**src/rtl/dut_stress_harness.sv**
```systemverilog
// Stimulus/checker harness: drives a start/finish-handshake block back-to-back with
// xorshift32 data and key words, counts operations, signs results and watches for hangs.
module dut_stress_harness #(
    parameter int unsigned DATA_W     = 128,
    parameter int unsigned KEY_W      = 128,
    parameter int unsigned OUT_W      = 128,
    parameter logic [31:0] SEED_DATA  = 32'h1,
    parameter logic [31:0] SEED_KEY   = 32'hACE1,
    parameter int unsigned KEY_MODE   = 0,
    parameter int unsigned ITERATIONS = 0,
    parameter int unsigned TIMEOUT    = 1024
) (
    input  logic              clk,
    input  logic              rst,
    input  logic              enable,
    output logic              dut_start,
    output logic [DATA_W-1:0] dut_in,
    output logic [KEY_W-1:0]  dut_key,
    input  logic              dut_finish,
    input  logic [OUT_W-1:0]  dut_out,
    output logic [OUT_W-1:0]  signature,
    output logic [31:0]       iter_count,
    output logic              done,
    output logic              timeout_err
);

    localparam int unsigned DATA_LANES = DATA_W / 32;
    localparam int unsigned KEY_LANES  = KEY_W / 32;

    typedef enum logic [2:0] {
        IDLE  = 3'd0,
        ISSUE = 3'd1,
        WAIT  = 3'd2,
        DONE  = 3'd3,
        ERROR = 3'd4
    } state_e;

    // Lanes are decorrelated by a golden-ratio offset; an all-zero xorshift state would stick.
    function automatic logic [31:0] lane_seed(input logic [31:0] base, input int unsigned lane);
        logic [31:0] idx;
        logic [31:0] s;
        idx = 32'(lane);
        s   = base ^ (idx * 32'h9E3779B9);
        return (s == 32'd0) ? 32'd1 : s;
    endfunction

    function automatic logic [31:0] xorshift32(input logic [31:0] x_in);
        logic [31:0] x;
        x = x_in;
        x = x ^ (x << 13);
        x = x ^ (x >> 17);
        x = x ^ (x << 5);
        return x;
    endfunction

    function automatic logic [DATA_W-1:0] data_seeds();
        logic [DATA_W-1:0] v;
        v = '0;
        for (int unsigned i = 0; i < DATA_LANES; i++) v[i*32 +: 32] = lane_seed(SEED_DATA, i);
        return v;
    endfunction

    function automatic logic [KEY_W-1:0] key_seeds();
        logic [KEY_W-1:0] v;
        v = '0;
        for (int unsigned i = 0; i < KEY_LANES; i++) v[i*32 +: 32] = lane_seed(SEED_KEY, i);
        return v;
    endfunction

    function automatic logic [DATA_W-1:0] step_data(input logic [DATA_W-1:0] v_in);
        logic [DATA_W-1:0] v;
        v = v_in;
        for (int unsigned i = 0; i < DATA_LANES; i++) v[i*32 +: 32] = xorshift32(v_in[i*32 +: 32]);
        return v;
    endfunction

    function automatic logic [KEY_W-1:0] step_key(input logic [KEY_W-1:0] v_in);
        logic [KEY_W-1:0] v;
        v = v_in;
        for (int unsigned i = 0; i < KEY_LANES; i++) v[i*32 +: 32] = xorshift32(v_in[i*32 +: 32]);
        return v;
    endfunction

    localparam logic [DATA_W-1:0] DATA_SEED = data_seeds();
    localparam logic [KEY_W-1:0]  KEY_SEED  = key_seeds();

    state_e            state_q;
    logic              start_q;
    logic              done_q;
    logic              err_q;
    logic [DATA_W-1:0] data_q, data_d;
    logic [KEY_W-1:0]  key_q, key_d;
    logic [OUT_W-1:0]  sig_q, sig_d;
    logic [31:0]       iter_q, iter_d;
    logic [31:0]       timer_q, timer_d;
    logic              last_op;
    logic              timer_expired;

    assign data_d        = step_data(data_q);
    assign key_d         = (KEY_MODE == 0) ? step_key(key_q) : key_q;
    assign sig_d         = ((sig_q << 1) | (sig_q >> (OUT_W - 1))) ^ dut_out;
    assign iter_d        = iter_q + 32'd1;
    assign timer_d       = timer_q + 32'd1;
    assign last_op       = (ITERATIONS != 0) && (iter_d == 32'(ITERATIONS));
    assign timer_expired = (TIMEOUT != 0) && (timer_d == 32'(TIMEOUT));

    // NOTE: every register, generator state included, has an async reset so a mid-run reset
    // replays the exact same stimulus sequence from the seeds.
    always_ff @(posedge clk or posedge rst) begin
        if (rst) begin
            state_q <= IDLE;
            start_q <= 1'b0;
            done_q  <= 1'b0;
            err_q   <= 1'b0;
            data_q  <= DATA_SEED;
            key_q   <= KEY_SEED;
            sig_q   <= '0;
            iter_q  <= '0;
            timer_q <= '0;
        end else begin
            start_q <= 1'b0;
            case (state_q)
                IDLE: begin
                    if (enable) begin
                        state_q <= ISSUE;
                        start_q <= 1'b1;
                    end
                end
                ISSUE: begin
                    timer_q <= '0;
                    state_q <= WAIT;
                end
                WAIT: begin
                    timer_q <= timer_d;
                    // A finish on the expiry cycle still counts as a completed operation.
                    if (dut_finish) begin
                        sig_q  <= sig_d;
                        iter_q <= iter_d;
                        data_q <= data_d;
                        key_q  <= key_d;
                        if (last_op) begin
                            state_q <= DONE;
                            done_q  <= 1'b1;
                        end else if (enable) begin
                            state_q <= ISSUE;
                            start_q <= 1'b1;
                        end else begin
                            state_q <= IDLE;
                        end
                    end else if (timer_expired) begin
                        state_q <= ERROR;
                        err_q   <= 1'b1;
                    end
                end
                DONE, ERROR: ;
                default: state_q <= IDLE;
            endcase
        end
    end

    assign dut_start   = start_q;
    assign dut_in      = data_q;
    assign dut_key     = key_q;
    assign signature   = sig_q;
    assign iter_count  = iter_q;
    assign done        = done_q;
    assign timeout_err = err_q;

endmodule
```
**config.mk**
```make
export PLATFORM = sky130hd
export DESIGN_NAME = dut_stress_harness
export DESIGN_NICKNAME = d
export VERILOG_FILES = /design/src/rtl/dut_stress_harness.sv
export SDC_FILE = /design/constraint.sdc
export NUM_CORES = 1
export LEC_CHECK = 0
export ABC_AREA = 0
export CORE_AREA = 2 2 217 219
export DETAILED_ROUTE_END_ITERATION = 12
export DIE_AREA = 0 0 219 221
export PLACE_DENSITY = 0.82
export SETUP_SLACK_MARGIN = 0.4
export SLEW_MARGIN = 10
export SYNTH_ARGS = -nofsm -noshare
export SYNTH_HDL_FRONTEND = slang
export SYNTH_SLANG_ARGS = --single-unit
```
**constraint.sdc**
```tcl
create_clock -name clk -period 35.7 [get_ports clk]
set_input_delay 3.57 -clock clk [delete_from_list [all_inputs] [get_ports clk]]
set_output_delay 3.57 -clock clk [all_outputs]
set_load 0.05 [all_outputs]
```
==> impl_results.md, run 1 <==
* DP HPWL at 46900 um
* Post-DR vias/cell at 5.16
* Worst endpoint data arrival time at 7.34 ns
* Crit share post-route at 0.193
* Overall global routing resource usage at 0.266
* Later-pin clock latency in the skew report at 0.57 ns
* Top flip-flop cell by instance count after synthesis: sky130_fd_sc_hd__dfrtp_1
* Max Clock Freq at 145 MHz
* Share of synthesized flip-flops with an asynchronous set or reset at 1.00
* Hold violation total from the final report at 0
* Core area at 46100 um^2
* Slowest stage cell on the critical path: sky130_fd_sc_hd__buf_4
* Number of DRC markers in iteration 0 at 1326
* Share of layout cells above drive strength 1 at 0.0771
* Initial DRT Pass Iterations at 5
* Average wire length per cell after detail routing at 18.8 um
* Synth warnings at 0
* Number of gates given a new drive strength after cts at 0
* Die W at 219 um
* Setup bufs post-CTS at 0
* Kind of end point of the critical path: flip-flop
* Global-route met2 utilization at 0.435
* Multiplexer share of the synthesized area at 0.000477
* Clock sink count at 453
* Synthesized netlist cell count at 2264
* Total power divided by cell area at 36.5 nW/um^2
* Number of global-route vias before repair at 18200
* Synthesized area per cell at 10.4 um^2
* Largest net degree at the start of global routing at 122
* Number of buffers and inverters on the critical path at 5
* Static leakage at 13.1 nW
* Most frequent standard cell in the layout excluding fill and tap cells: sky130_fd_sc_hd__xnor2_1
* Nets at 2926
* Required time worst endpoint at 36.14 ns
* Post-Synth XOR/XNOR Area at 0.334
* Number of H-tree levels at 2
* Die Span Y at 221 um
* Met3 track utilization from global routing at 0.0766
* Clock tree from TritonCTS: done
* Via count at 17700
* Class of the tightest hold or removal check: reg2reg
* Number of placed I/O pins at 551
* Headroom to the max-slew limit at 0.229
* Startpoint type of the worst setup path: input pin
* Clk buf depth at 3
* Initial Util at 0.513
* Remaining number of nets flagged by the antenna check after routing at 0
* Register area share after synthesis at 0.486
* Crit path top cell by count: sky130_fd_sc_hd__buf_4
* Outcome: complete, no violations
* Wire length of the first global-routing pass at 102000 um
* Initial antenna violation count at 7
* Layer carrying the most global-route usage: met2
* Number of CTS-inserted buffers at 48
* Actual transition at the worst max-transition pin at 1.16 ns
* Adder-cell share of the synthesized area at 0.00159
* Die area at 48400 um^2
* Area fraction in compound gates after synthesis at 0.0584
* Count of hold-fix buffers inserted at cts at 0
* Final setup vio count at 0
* Dominant combinational cell family by area after synthesis: XOR/XNOR gates
* Max Fanout on Critical Path at 112
* Total wire length after detailed routing at 64900 um
* Worst-path cell chain: clkdlybuf4s50_1 -> inv_1 -> nor2_4 -> buf_4 -> buf_4 -> buf_4 -> nand2_1 -> xnor2_1
* Met1 GRT Util at 0.315
* Worst reg2reg setup slack at 31.46 ns
* Synthesis-to-finish area growth at 32.0%
* Sum of negative setup slack at 0 ns
* Routability congestion estimate at 0.903
* Clock root buffer: sky130_fd_sc_hd__clkbuf_16
* Post-synth net total at 2399
* RSZ-0062 raised after global routing: no
* Post-layout util at 0.677
* Reported max-cap violation count at 0
* Delay contributed by the slowest stage of the critical path at 0.92 ns
* Drc violations at 0
* Clock input transition at the sequential cells of the worst setup and hold paths at 0.06 ns
* Final critical path time including I/O delays and setup at 6.91 ns
* WS Path Type: in2reg
* Final slew viol count at 0
* Total of buffers placed on input and output ports at 549
* Max VDD drop at 0.0308 mV
* Simple logic cell fraction of the synthesized area at 0.103
* Gate family responsible for the most delay along the worst path: buffers and inverters
* Mapped cell area at 23600 um^2
* Congestion Overflow GR at 0
* Standard-cell rows at 79
* Number of distinct library cell variants in the gate-level netlist after synthesis at 56
* FF+latch count, synth at 453
* Count of flip-flops with a built-in enable after synthesis at 0
* Skew final at 0.0127 ns
* Commonest cells after routing, fill and taps aside: sky130_fd_sc_hd__xnor2_1, sky130_fd_sc_hd__clkdlybuf4s50_1, sky130_fd_sc_hd__dfrtp_1, sky130_fd_sc_hd__nand2_1, sky130_fd_sc_hd__xor2_1
-- per-stage QoR --
| step | hold WS [ns] | worst slack (ns) | cell area [um^2] | power [mW] | cells |
|---|---|---|---|---|---|
| floorplan | 0.501 | 19.70 | 23600 | 0.603 | 2264 |
| global placement | 0.467 | 28.42 | 29600 | 0.648 | 3348 |
| detailed placement | 0.474 | 28.34 | 29600 | 0.650 | 3348 |
| CTS | 0.481 | 28.91 | 31200 | 1.15 | 3434 |
| global route | 0.494 | 28.56 | 31200 | 1.18 | 3441 |
| finish | 0.478 | 28.79 | 31200 | 1.14 | 3441 |
-- final timing paths --
kind / start / to / cells past startpoint
max: dut_finish / dut_key[9] / 8
min: iter_count[31] / iter_count[31] / 1
max reg2reg: state_q[0] / dut_key[9] / 7
min reg2reg: iter_count[31] / iter_count[31] / 1
max in group asynchronous: rst / signature[11] / 4
min in group asynchronous: rst / dut_in[11] / 2
-- where the power goes --
| group | internal [mW] | switching [mW] | leakage (nW) | total (mW) |
|---|---|---|---|---|
| Clock | 0.292 | 0.203 | 0.768 | 0.496 |
| Combinational | 0.0428 | 0.0639 | 6.71 | 0.107 |
| Sequential | 0.524 | 0.0107 | 5.66 | 0.534 |
-- routing by layer --
| metal | routed length (um) | part of all wire | vias up |
|---|---|---|---|
| met5 | 0 | 0 | - |
| met3 | 5120 | 0.079 | 166 |
| li1 | - | - | 8302 |
| met4 | 3360 | 0.052 | 0 |
| met2 | 30900 | 0.48 | 600 |
| met1 | 25500 | 0.39 | 8679 |
-- Yosys cell counts (all sizes together) (4+ instances only) --
library cell | n | area (um^2)
buf | 22 | 123
o31ai | 9 | 67.6
a31oi | 9 | 56.3
nand4 | 24 | 165
nand3 | 28 | 150
xor2 | 264 | 2310
o41ai | 7 | 61.3
nor4 | 4 | 31.3
dfrtp | 335 | 8380
dfstp | 118 | 3100
inv | 6 | 22.5
and3 | 14 | 87.6
nand2 | 301 | 1130
and2 | 7 | 43.8
clkbuf | 62 | 233
a21oi | 140 | 701
nor2 | 165 | 627
xnor2 | 636 | 5570
or3 | 5 | 36.3
o21ai | 59 | 295
nor3 | 14 | 91.3
-- flip-flops by register name, indices dropped and copies added, names as in the netlist --
register     count
dut_in         128
dut_key        128
dut_start        1
iter_count      32
signature      128
state_q          3
timeout_err      1
timer_q         32
-- cell type report --
| class | count | area, um^2 |
|---|---|---|
| diodes | 7 | 17.5 |
| multi-input cells | 1721 | 11800 |
| fillers | 3429 | 14900 |
| clock buffers | 73 | 1410 |
| inverters | 6 | 30.0 |
| repair buffers | 561 | 5590 |
| well taps | 607 | 759 |
| clock inverters | 13 | 140 |
| flip-flops and latches | 453 | 11500 |
-- logic make-up after synthesis --
group | after synthesis
buffers and inverters | 90
xor gates and xnor gates | 900
AOI/OAI and AO/OA | 244
muxes | 1
and+or+nand+nor | 572
adders and majority gates | 3
DFF | 453
other | 1
(Power assumes the default switching activity.)
==> inputs of run 2 (changes only) <==
CORE_AREA = default   (was 2 2 217 219)
CORE_ASPECT_RATIO = 1.2   (was default)
CORE_MARGIN = 2   (was default)
CORE_UTILIZATION = 51   (was default)
DIE_AREA = default   (was 0 0 219 221)
PLACE_DENSITY = 0.81   (was 0.82)
clock period = 6.6 ns   (was 35.7 ns; I/O delays follow)
==> run 2 against run 1 <==
- count of clock-buffer cells in the layout down 4
- flip-flop and latch count is the same
- clock power grew to 5.8 times the previous value
- register-to-register slack got worse by 28 ns
- sequential power rose to 5.4 times the previous value
- routed wire length rose by 0.41%
- die area is 0.71% lower
- worst setup slack got worse by 25 ns
- final area rose by 0.52%
- worst hold slack got worse by 0.038 ns
- non-clock buffer count is 2 lower
- critical endpoint is now dut_key[84]
- largest power group unchanged
==> impl_results.md, run 2 (synthesis results as in run 1) <==
* Final Hold Slack at 0.440 ns (-0.0379 ns)
* Core area at 45800 um^2 (-0.48%)
* Initial antenna violation count at 2 (-5)
* Final slew viol count at 0 (unchanged)
* Worst endpoint data arrival time at 3.57 ns (-3.77 ns)
* Commonest cells after routing, fill and taps aside: sky130_fd_sc_hd__xnor2_1, sky130_fd_sc_hd__clkdlybuf4s50_1, sky130_fd_sc_hd__dfrtp_1, sky130_fd_sc_hd__nand2_1, sky130_fd_sc_hd__xor2_1
* Crit share post-route at 0.469
* Die area at 48100 um^2 (-0.71%)
* Required time worst endpoint at 7.08 ns (-29.06 ns)
* Slowest stage cell on the critical path: sky130_fd_sc_hd__nor2_4
* Final instance area at 31300 um^2 (+0.52%)
* Worst-path cell chain: or3b_1 -> buf_4 -> nor2_4 -> buf_12 -> nand2_1 -> xnor2_1
* Number of H-tree levels at 2 (unchanged)
* Die W at 200 um (-8.5%)
* Die Span Y at 240 um (+8.5%)
* Actual transition at the worst max-transition pin at 1.24 ns (+0.0799 ns)
* Initial Util at 0.515 (+0.00249)
* Congestion Overflow GR at 0 (unchanged)
* Synthesis-to-finish area growth at 32.7%
* RSZ-0062 raised after global routing: no
* Setup bufs post-CTS at 0 (unchanged)
* Clock input transition at the sequential cells of the worst setup and hold paths at 0.06 ns (about the same)
* Static leakage at 13.2 nW (+0.41%)
* Outcome: complete, no violations
* Average wire length per cell after detail routing at 18.9 um (+0.30%)
* Nets at 2924 (-0.068%)
* Startpoint type of the worst setup path: flip-flop
* Post-DR vias/cell at 5.15 (-0.20%)
* Clk buf depth at 3 (unchanged)
* Max Fanout on Critical Path at 197 (+76%)
* Post-place instance area at 29700 um^2 (+0.14%)
* Most frequent standard cell in the layout excluding fill and tap cells: sky130_fd_sc_hd__xnor2_1
* Number of buffers and inverters on the critical path at 2 (-3)
* Largest net degree at the start of global routing at 245 (+100%)
* Delay contributed by the slowest stage of the critical path at 0.54 ns (-0.38 ns)
* Later-pin clock latency in the skew report at 0.60 ns (+0.03 ns)
* Worst setup margin at 3.51 ns (-25.29 ns)
* Total of buffers placed on input and output ports at 549 (unchanged)
* DP HPWL at 46600 um (-0.66%)
* Total wire length after detailed routing at 65100 um (+0.41%)
* Max VDD drop at 0.194 mV (+530%)
* Hold violation total from the final report at 0 (unchanged)
* Max Clock Freq at 323 MHz
* Number of gates given a new drive strength after cts at 0 (unchanged)
* Drc violations at 0 (unchanged)
* Clock sink count at 453 (unchanged)
* Number of DRC markers in iteration 0 at 991 (-25%)
* Worst slack after detailed placement at 3.34 ns (-24.99 ns)
* Via count at 17700 (-0.085%)
* Remaining number of nets flagged by the antenna check after routing at 0 (unchanged)
* Clock root buffer: sky130_fd_sc_hd__clkbuf_16
* Class of the tightest hold or removal check: in2async
* Clock tree from TritonCTS: done
* WS Path Type: reg2reg
* Total power divided by cell area at 203 nW/um^2 (+460%)
* Standard-cell rows at 86 (+8.9%)
* Number of CTS-inserted buffers at 48 (unchanged)
* Final critical path time including I/O delays and setup at 3.09 ns
* Initial DRT Pass Iterations at 5 (unchanged)
* Number of global-route vias before repair at 18200 (-0.36%)
* Final setup vio count at 0 (unchanged)
* Reported max-cap violation count at 0 (unchanged)
* Wire length of the first global-routing pass at 102000 um (+0.15%)
* Routability congestion estimate at 0.993 (+10%)
* Headroom to the max-slew limit at 0.175 (-0.0533)
* Number of placed I/O pins at 551 (unchanged)
* Share of layout cells above drive strength 1 at 0.0789 (+0.00177)
* Overall global routing resource usage at 0.267 (+0.00145)
* Skew final at 0.0305 ns (+0.0178 ns)
* Count of hold-fix buffers inserted at cts at 0 (unchanged)
* Sum of negative setup slack at 0 ns (unchanged)
* Kind of end point of the critical path: flip-flop
* Gate family responsible for the most delay along the worst path: simple AND/OR/NAND/NOR gates
-- run 2: cell count changes in the layout (fill, tap and decap cells not counted), sizes merged --
cell / previous run / this run
bufinv: 3 / 6
diode: 7 / 2
buf: 12 / 10
clkinvlp: 0 / 3
clkbuf: 73 / 69
-- run 2: cell type report --
type                    instances  area (um^2)
repair buffers                559         5620
well taps                     616          771
multi-input cells            1721        11800
flip-flops and latches        453        11500
inverters                       6         26.3
diodes                          2         5.00
fillers                      3411        14500
clock buffers                  69         1410
clock inverters                19          265
-- run 2: metal layers --
layer,share of wire,routed length (um),global-route usage,vias up
met4,0.043,2770,0.114,0
li1,-,-,-,8286
met1,0.38,24800,0.308,8718
met5,0,0,0,-
met3,0.071,4630,0.0780,144
met2,0.51,32900,0.464,584
-- run 2: power by group --
group | switching [mW] | total (mW) | internal (mW)
clock network | 1.16 | 2.88 | 1.72
logic | 0.348 | 0.581 | 0.233
registers | 0.0572 | 2.89 | 2.83
total | 1.57 | 6.35 | 4.79
-- run 2: path summary, 6_finish.rpt --
| path | start | to | slack [ns] | depth (start not counted) |
|---|---|---|---|---|
| min in group clk | timeout_err | timeout_err | 0.47 | 1 |
| min reg2reg | timeout_err | timeout_err | 0.47 | 1 |
| max | state_q[0] | dut_key[84] | 3.51 | 6 |
| min | rst | dut_key[61] | 0.44 | 2 |
| max in group asynchronous | rst | dut_in[89] | 4.58 | 4 |
| max reg2reg | state_q[0] | dut_key[84] | 3.51 | 6 |
-- run 2: metrics by stage --
stage / util / std cells / power [mW]
2_1_floorplan: - / 2264 / 3.26
3_3_place_gp: 0.647 / 3355 / 3.51
3_5_place_dp: 0.647 / 3355 / 3.52
4_1_cts: 0.684 / 3443 / 6.41
5_1_grt: 0.684 / 3445 / 6.56
6_report: 0.684 / 3445 / 6.35
==> inputs of run 3 (changes only) <==
CORE_UTILIZATION = 46   (was 51)
PLACE_DENSITY = 0.77   (was 0.81)
clock period = 2.76 ns   (was 6.6 ns; I/O delays follow)
==> run 3 against run 2 <==
- sequential share of layout area is 0.44 points lower
- critical path depth is 5 lower
- die area is 11% higher
- total power is 130% higher
- clock skew is 0.0056 ns lower
- worst hold slack worse by 0.10 ns
- critical endpoint is now dut_key[36]
- largest power group unchanged
==> impl_results.md, run 3 (synthesis results as in run 1) <==
* RSZ-0062 raised after global routing: yes
* Die Span Y at 252 um (+5.2%)
* Worst endpoint data arrival time at 2.05 ns (-1.52 ns)
* Combinational cell fraction of total power at 0.096 (+0.004)
* Share of total power in the clock network at 0.441 (-0.013)
* Via count at 17900 (+0.68%)
* Later-pin clock latency in the skew report at 0.59 ns (about the same)
* Switching part of the total at 0.247 (+0.000982)
* Max Clock Freq at 430 MHz
* Total wire length after detailed routing at 67700 um (+3.9%)
* Clock input transition at the sequential cells of the worst setup and hold paths at 0.06 ns (about the same)
* WS Path Type: reg2out
* Share of layout cells above drive strength 1 at 0.0915 (+0.0126)
* Average wire length per cell after detail routing at 19.3 um (+1.9%)
* DP HPWL at 50300 um (+8.0%)
* Initial DRT Pass Iterations at 6 (+1)
* Max Fanout on Critical Path at 5 (-97%)
* Startpoint type of the worst setup path: flip-flop
* Clk buf depth at 3 (unchanged)
* Crit share post-route at 0.842
* Overall global routing resource usage at 0.251 (-0.0162)
* Total placed cells including tap cells at 3414 (+1.8%)
* Post-DR vias/cell at 5.08 (-1.3%)
* Gate family responsible for the most delay along the worst path: buffers and inverters
* Drc violations at 0 (unchanged)
* Final slew viol count at 0 (unchanged)
* Actual transition at the worst max-transition pin at 1.21 ns (-0.0289 ns)
* Standard-cell rows at 90 (+4.7%)
* Outcome: complete, no violations
* Delay contributed by the slowest stage of the critical path at 0.85 ns (+0.31 ns)
* Number of DRC markers in iteration 0 at 1007 (+1.6%)
* Number of buffers and inverters on the critical path at 1 (-1)
* Core area at 50600 um^2 (+10%)
* Worst reg2reg setup slack at 0.50 ns (-3.01 ns)
* Final cell count without fillers at 3513 (+2.0%)
* Wire length of the first global-routing pass at 105000 um (+3.1%)
* Number of CTS-inserted buffers at 48 (unchanged)
* Number of placed I/O pins at 551 (unchanged)
* Nets at 2962 (+1.3%)
* Final critical path time including I/O delays and setup at 2.32 ns
* Kind of end point of the critical path: primary output
* Class of the tightest hold or removal check: in2reg
* Area of the multi-input gates at 11800 um^2 (+0.27%)
* Internal power at 11.2 mW (+130%)
* Worst-path cell chain: clkdlybuf4s50_1
* Headroom to the max-slew limit at 0.195 (+0.0193)
* Worst slack after detailed placement at 0.310 ns (-3.03 ns)
* Total of buffers placed on input and output ports at 549 (unchanged)
* Total power divided by cell area at 470 nW/um^2 (+130%)
* Commonest cells after routing, fill and taps aside: sky130_fd_sc_hd__xnor2_1, sky130_fd_sc_hd__clkdlybuf4s50_1, sky130_fd_sc_hd__dfrtp_1, sky130_fd_sc_hd__nand2_1, sky130_fd_sc_hd__xor2_1
* Die W at 211 um (+5.2%)
* Net switching component of the power at 3.69 mW (+140%)
* Total power consumption of the routed design at 14.9 mW (+130%)
* Slowest stage cell on the critical path: sky130_fd_sc_hd__clkdlybuf4s50_1
* FF+latch area at 11500 um^2 (about the same)
* Clock tree from TritonCTS: done
* Initial Util at 0.467 (-0.0481)
* Required time worst endpoint at 2.48 ns (-4.60 ns)
* Clock root buffer: sky130_fd_sc_hd__clkbuf_16
* Synthesis-to-finish area growth at 34.4%
* Routability congestion estimate at 0.939 (-5.4%)
* Die area at 53200 um^2 (+11%)
* Part of the power in registers at 0.463 (+0.008)
* Skew final at 0.0250 ns (-0.00557 ns)
* Largest net degree at the start of global routing at 98 (-60%)
* Congestion Overflow GR at 0 (unchanged)
* Final setup vio count at 0 (unchanged)
* Reported max-cap violation count at 0 (unchanged)
* Number of H-tree levels at 2 (unchanged)
* Remaining number of nets flagged by the antenna check after routing at 0 (unchanged)
* Static leakage at 13.7 nW (+3.7%)
* Count of hold-fix buffers inserted at cts at 0 (unchanged)
* Initial antenna violation count at 5 (+3)
* Max VDD drop at 0.468 mV (+140%)
* Number of global-route vias before repair at 18600 (+2.6%)
* Worst setup margin at 0.436 ns (-3.07 ns)
* Most frequent standard cell in the layout excluding fill and tap cells: sky130_fd_sc_hd__xnor2_1
* Layout fillers at 4036 (+18%)
* Clock sink count at 453 (unchanged)
* Hold violation total from the final report at 0 (unchanged)
==> run 3: cell count changes in the layout (fill, tap and decap cells not counted), moves of 6 or more <==
cell,delta
sky130_fd_sc_hd__clkdlybuf4s50_1,-34
sky130_fd_sc_hd__buf_4,+27
sky130_fd_sc_hd__dlygate4sd2_1,+24
sky130_fd_sc_hd__dlymetal6s2s_1,+10
sky130_fd_sc_hd__buf_12,+8
sky130_fd_sc_hd__clkbuf_1,+8
sky130_fd_sc_hd__clkinv_2,-8
sky130_fd_sc_hd__dfrtp_1,-6
sky130_fd_sc_hd__dfrtp_2,+6
==> run 3: area by class of cell <==
cell class	instances	area share
Antenna cell	5	0.000394
Clock buffer	80	0.0460
Inverter	6	0.000828
Clock inverter	7	0.00402
Tap cell	644	0.0254
Sequential cell	453	0.362
Timing Repair Buffer	597	0.190
Multi-Input combinational cell	1721	0.371
==> run 3: metal layers <==
layer | GRT usage | vias to the layer above | wire [um]
li1 | - | 8375 | -
met1 | 0.283 | 8747 | 25500
met2 | 0.435 | 573 | 33800
met3 | 0.0814 | 158 | 5420
met4 | 0.106 | 0 | 2950
met5 | 0 | - | 0
==> run 3: timing repair <==
action | 4_1_cts | 5_1_grt
gates resized for setup | 28 | 21
setup endpoints to repair | 27 | 48
endpoints found under the hold margin | 0 | 0
setup buffers | 0 | 7
pin swaps | 0 | 3
==> run 3: path summary, 6_finish.rpt <==
path | start | end | depth (start not counted)
max reg2reg | state_q[0] | dut_key[17] | 6
min | enable | dut_start | 2
max | dut_key[36] | dut_key[36] | 1
max in group asynchronous | rst | dut_key[7] | 3
min in group asynchronous | rst | dut_in[117] | 2
min reg2reg | timeout_err | timeout_err | 1
==> run 3: power by group through the flow <==
| stage | Combinational, mW | Sequential, mW | Clock [mW] |
|---|---|---|---|
| floorplan | 0.378 | 7.42 | 0 |
| global placement | 1.42 | 7.02 | 0 |
| detailed placement | 1.44 | 7.03 | 0 |
| CTS | 1.45 | 6.91 | 6.72 |
| global route | 1.52 | 6.92 | 6.98 |
| finish | 1.43 | 6.91 | 6.57 |
==> run 3: per-stage QoR <==
stage	hold WS, ns	setup TNS, ns	utilization	instance area, um^2
2_1_floorplan	0.448	-1409.44	-	23600
3_3_place_gp	0.470	0	0.594	30000
3_5_place_dp	0.456	0	0.594	30000
4_1_cts	0.306	0	0.625	31600
5_1_grt	0.314	0	0.628	31700
6_report	0.336	0	0.628	31700
